==> src/rtl/bcd_serial_adder_ctrl.sv <==
// rtl/bcd_serial_adder_ctrl.sv - multi-digit BCD adder sharing one digit add/correct stage, LSD first
// One digit is processed per clock; Sum/Cout/err update only on the completion edge.
module bcd_serial_adder_ctrl #(
   parameter int DIGITS = 4
) (
   input  logic                  clk,
   input  logic                  reset,
   input  logic                  start,
   input  logic [4*DIGITS-1:0]   A,
   input  logic [4*DIGITS-1:0]   B,
   input  logic                  Cin,
   output logic                  busy,
   output logic                  done,
   output logic [4*DIGITS-1:0]   Sum,
   output logic                  Cout,
   output logic                  err
);

   localparam int IDX_W = (DIGITS > 1) ? $clog2(DIGITS) : 1;
   localparam int W     = 4 * DIGITS;

   typedef enum logic {IDLE, RUN} state_t;

   state_t            r_state;
   logic [W-1:0]      r_a;
   logic [W-1:0]      r_b;
   logic [W-1:0]      r_part;
   logic              r_carry;
   logic              r_err_acc;
   logic [IDX_W-1:0]  r_idx;

   logic [3:0]        w_a_dig;
   logic [3:0]        w_b_dig;
   logic [4:0]        w_raw;
   logic              w_carry_next;
   logic [3:0]        w_dig;
   logic              w_bad_dig;
   logic              w_last;
   logic [W-1:0]      w_part_next;

   // Digit select and partial-sum slot write are explicit muxes over the index.
   always_comb begin
      w_a_dig     = 4'd0;
      w_b_dig     = 4'd0;
      for (int i = 0; i < DIGITS; i++) begin
         if (r_idx == IDX_W'(i)) begin
            w_a_dig = r_a[i*4 +: 4];
            w_b_dig = r_b[i*4 +: 4];
         end
      end
      w_raw        = {1'b0, w_a_dig} + {1'b0, w_b_dig} + {4'd0, r_carry};
      w_carry_next = (w_raw > 5'd9);
      w_dig        = w_carry_next ? (w_raw[3:0] + 4'd6) : w_raw[3:0];
      w_bad_dig    = (w_a_dig > 4'd9) | (w_b_dig > 4'd9);
      w_last       = (r_idx == IDX_W'(DIGITS - 1));
      w_part_next  = r_part;
      for (int i = 0; i < DIGITS; i++) begin
         if (r_idx == IDX_W'(i)) begin
            w_part_next[i*4 +: 4] = w_dig;
         end
      end
   end

   always_ff @(posedge clk) begin
      if (reset) begin
         r_state   <= IDLE;
         r_a       <= '0;
         r_b       <= '0;
         r_part    <= '0;
         r_carry   <= 1'b0;
         r_err_acc <= 1'b0;
         r_idx     <= '0;
         busy      <= 1'b0;
         done      <= 1'b0;
         Sum       <= '0;
         Cout      <= 1'b0;
         err       <= 1'b0;
      end else begin
         done <= 1'b0;
         case (r_state)
            IDLE: begin
               if (start) begin
                  r_a       <= A;
                  r_b       <= B;
                  r_carry   <= Cin;
                  r_part    <= '0;
                  r_err_acc <= 1'b0;
                  r_idx     <= '0;
                  busy      <= 1'b1;
                  r_state   <= RUN;
               end
            end
            RUN: begin
               r_part    <= w_part_next;
               r_carry   <= w_carry_next;
               r_err_acc <= r_err_acc | w_bad_dig;
               if (w_last) begin
                  Sum     <= w_part_next;
                  Cout    <= w_carry_next;
                  err     <= r_err_acc | w_bad_dig;
                  done    <= 1'b1;
                  busy    <= 1'b0;
                  r_idx   <= '0;
                  r_state <= IDLE;
               end else begin
                  r_idx   <= r_idx + IDX_W'(1);
               end
            end
            default: r_state <= IDLE;
         endcase
      end
   end

endmodule

==> config.mk <==
export PLATFORM = sky130hd
export DESIGN_NAME = bcd_serial_adder_ctrl
export DESIGN_NICKNAME = d
export VERILOG_FILES = /design/src/rtl/bcd_serial_adder_ctrl.sv
export SDC_FILE = /design/constraint.sdc
export NUM_CORES = 1
export LEC_CHECK = 0
export BUFFER_PORTS_ARGS = -buffer_cell sky130_fd_sc_hd__buf_2
export CAP_MARGIN = 0
export CORE_ASPECT_RATIO = 0.5
export CORE_MARGIN = 2
export CORE_UTILIZATION = 55
export DETAILED_ROUTE_END_ITERATION = 6
export GPL_ROUTABILITY_DRIVEN = 1
export PLACE_DENSITY = 0.89
export SLEW_MARGIN = 20
export SYNTH_ARGS = -nofsm -noshare
export SYNTH_HDL_FRONTEND = slang
export SYNTH_SLANG_ARGS = --single-unit
export TNS_END_PERCENT = 10
==> constraint.sdc <==
create_clock -name clk -period 4.4 [get_ports clk]
set_input_delay 0.88 -clock clk [delete_from_list [all_inputs] [get_ports clk]]
set_output_delay 0.88 -clock clk [all_outputs]
set_load 0.03 [all_outputs]
==> metrics.md <==
| Metric | Value |
|---|---|
| Tmin final | slightly below 4 ns |
| Worst hold margin | ~0.44 ns |
| CTS tree | yes |
| Max-slew violations | 0 |
| Cell area after synthesis | between 3000 and 4000 um2 |
| Total wire length | between 7 and 8 mm |
| Final TNS setup | 0 ns |
| Xor/xnor share of the synthesized area | less than 1% |
| Met2 track demand over resource | 40.5% |
| Multiplexer share of the synthesized area | less than 1% |
| Die Span X | ~110 um |
| Nets | 466 |
| Longest Clk Path Bufs | 2 |
| Max frequency | around 0.25 GHz |
| Root Driver | clkbuf_8 |
| Final instance area | 3610 um2 |
| Vias per std cell | around 5.6 |
| Syn Nets | 424 |
| Wire length of the first global-routing pass | approximately 12 mm |
| Critical Path AT | roughly 4.2 ns |
| Critical Path RT | ~4.6 ns |
| Crit path largest cell delay | about 0.40 ns |
| Critical-path maximum fanout | 14 |
| Via Count | 2801 |
| Vias in the first global route | approximately 2700 |
| Yosys reg bits | just under 70 |
| Gr ovfl total | 0 |
| Die H | roughly 57 um |
| Max-cap violations | 0 |
| Initial Util | 56.5% |
| Initial antenna violation count | 0 |
| Yosys top cell area share | between 40% and 50% |
| M3 GR Usage | between 6 and 7% |
| Yosys cell types | 34 |
| Routed length per instance | ~14 um |
| Static Leakage | 0.00147 uW |
| Syn avg cell area | 8.16 um2 |
| Worst reg2reg path startpoint | r_idx[0]$_SDFFE_PP0P_ |
| Top-Level Pins | 56 |
| Adder-Cell Fraction of Synth Area | roughly 5.0% |
| # rows | 19 |
| TritonCTS buffer count | 9 |
| Layout cell share with drive strength beyond 1 | 19.1% |
| Post-synthesis compound-gate area fraction | between 20% and 30% |
| Antenna Nets Post-Route | 0 |
| Sequential area share after synthesis | between 40% and 50% |
| Status | finished clean |
| Top cell by count, worst path | a21oi_1 |
| Yosys top cell by area | dfxtp_1 |
| Class of the worst hold path | register to register |
| CP max stage cell | dfxtp_1 |
| Pwr Density | between 400 and 500 nW/um2 |
| Post-DP HPWL | 4.69 mm |
| GRT Util Overall | between 20% and 30% |
| Final setup fails | 0 |
| Crit path kind | register to register |
| Core Util, Final | around 66% |
| Worst slew pin tran | between 0.7 and 0.8 ns |
| Fin crit share | around nine tenths |
| Last element of the critical path | r_part[10]$_SDFFE_PP0P_ |
| H-tree levels | 3 |
| Crit path capture type | register |
| Die footprint | 6240 um2 |
| RSZ-0062 raised after global routing | no |
| Area Growth Syn to Fin | 17.5% |
| Clock Skew | between 0.01 and 0.015 ns |
| Largest net degree at the start of global routing | 54 |
| Synth warnings | 0 |
| Port Buffer Count | 55 |
| Max_slew headroom | between 50% and 60% |
| GP Congestion | ~0.82 |
| Met1 Use GR | approximately a third |
| Worst vdd ir | approximately 220 uV |
| Remaining DRCs | 0 |
| Total power | roughly 1500 uW |
| Clk sinks | 69 |
| Startpoint types | register |
| Largest family of logic cells by synthesized area | compound AO/OA/AOI/OAI gates |
| Post-Syn Instances | roughly 380 |
| Cell Area, Placed | about 3400 um2 |
| CTS clk-pin slew, worst paths | 0.07 ns |
| Reg2Reg Depth | 17 |
| Crit. Startpoint | r_idx[0]$_SDFFE_PP0P_ |
| Ranking of synthesized cells by area | dfxtp_1 (45%), nand2_1 (11%), a21oi_1 (8.1%) |
| Skew-Pair Late Insertion Delay | approximately 0.34 ns |
| DRT Pass-1 Iters | 5 |
| Fin. Hold Viols | 0 |
| # diodes | 0 |
| # Post-CTS Setup Buffers | 0 |
| GR peak layer | met2 |
| FF-to-FF End | r_part[10]$_SDFFE_PP0P_ |
| Critical-path cell list | inv_1 > ha_1 > nand3b_1 > a21oi_1 > a21oi_1 > nor2_1 > a21oi_1 > fa_1 > inv_1 > fa_1 > xnor2_1 > ha_1 > nand2b_1 > a22oi_1 > a31oi_2 > mux2_4 > o32ai_1 |
| Core region area | around 5400 um2 |
| Reg2reg setup slack | 0.48 ns |
| Initial DRC count | approximately 120 |
| # fillers | between 400 and 500 |
| Post-synthesis simple-gate area fraction | ~19% |
-- metrics by stage --
| step | setup slack, ns | cells |
|---|---|---|
| final | 0.476 | 497 |
| after global routing | 0.135 | 497 |
| after CTS | 0.412 | 497 |
| after detailed placement | 0.470 | 481 |
| after global placement | 0.625 | 481 |
| after floorplan | 0.794 | 377 |
-- critical path: cells and delay by family (launching register included) --
family / cells / cell delay [ns]
AO/OA/AOI/OAI: 6 / 0.98
XOR/XNOR: 1 / 0.34
adder cells (fa/ha/maj): 4 / 1.25
buffers and inverters: 2 / 0.16
flip-flops: 1 / 0.40
multiplexers: 1 / 0.39
AND/OR/NAND/NOR: 3 / 0.31
-- layer usage --
layer	vias to the layer above	wire length (um)
met4	0	146
met3	19	374
met1	1319	3330
met5	-	0
met2	76	3350
li1	1387	-
-- cells by family (layout without fill, tap and decap cells) --
group / count (synthesis) / count (layout)
DFF: 69 / 69
buffers and inverters: 47 / 94
AOI/OAI and AO/OA: 116 / 116
xor gates and xnor gates: 1 / 1
adders and majority gates: 11 / 11
and+or+nand+nor: 131 / 131
muxes: 2 / 2
-- final cells by class --
type,count,area (um2),share of cell area (%)
clock buffers,10,128,3.53
clock inverters,6,111,3.08
inverters,20,75.1,2.08
multi-input cells,261,1530,42.3
flip-flops and latches,69,1380,38.2
well taps,73,91.3,2.53
repair buffers,58,298,8.24
-- placed cells by master (no fill, tap or decap), types with 3 or more instances in the layout --
cell type	synthesis	final
a21oi_1	50	50
o21ai_0	14	14
a21o_1	3	3
inv_1	20	20
buf_4	0	3
nor2_1	8	8
nor3b_1	4	4
o21ai_1	9	9
a32oi_1	9	9
nor2b_1	7	6
nand2_1	91	91
dfxtp_1	69	69
o32ai_1	9	9
buf_2	6	55
a211oi_1	11	11
clkbuf_8	0	9
ha_1	9	8
nand2b_1	5	4
bufinv_16	0	3
nand3b_1	11	11
-- registers in the layout, summed over array words and instances (netlist names) --
name	cells
Cout	1
Sum	16
busy	1
done	1
err	1
r_a	16
r_b	16
r_carry	1
r_err_acc	1
r_idx	2
r_part	12
r_state	1
-- power by group --
group          leakage, uW  switching, uW  internal [uW]
clock             0.000116            237            377
sequential        0.000562           18.0            648
combinational     0.000796            137           91.5
-- synth_stat cells --
cell and count:
a31o_1 1, nor3b_1 4, inv_1 20, o21ai_1 9, fa_1 2, ha_1 9
and3b_1 1, o32ai_1 9, a21o_1 3, a22oi_1 2, dfxtp_1 69, buf_1 2
nor3_1 2, or3_4 1, a2bb2oi_1 2, nand3b_1 11, nand2_1 91, a31oi_1 1
o21a_1 1, nor2b_1 7, o21ai_0 14, buf_2 6, a32oi_1 9, o21bai_1 1
a21oi_1 50, nand2b_1 5, a31oi_2 1, nor2_1 8, xnor2_1 1, a221o_1 2
or2_1 1, mux2_4 2, a211oi_1 11, clkbuf_1 19
-- how the worst min path moves through the flow --
stage	from	to	slack, ns	cells after the start
final	Sum[13]$_SDFFE_PP0P_	Sum[13]$_SDFFE_PP0P_	0.44	2
after floorplan	r_err_acc$_SDFFE_PP0P_	r_err_acc$_SDFFE_PP0P_	0.43	2
after CTS	Sum[13]$_SDFFE_PP0P_	Sum[13]$_SDFFE_PP0P_	0.45	2
after global placement	err$_SDFFE_PP0P_	err$_SDFFE_PP0P_	0.43	2
after global routing	busy$_SDFFE_PP0P_	busy$_SDFFE_PP0P_	0.47	1
after detailed placement	Sum[13]$_SDFFE_PP0P_	Sum[13]$_SDFFE_PP0P_	0.44	2
-- repair_timing --
action                                  CTS  global route
endpoints found under the setup margin    0             3
resized for setup                         0             2
hold buffers                              0             0
Note: power is estimated with default switching activity, not from simulation.
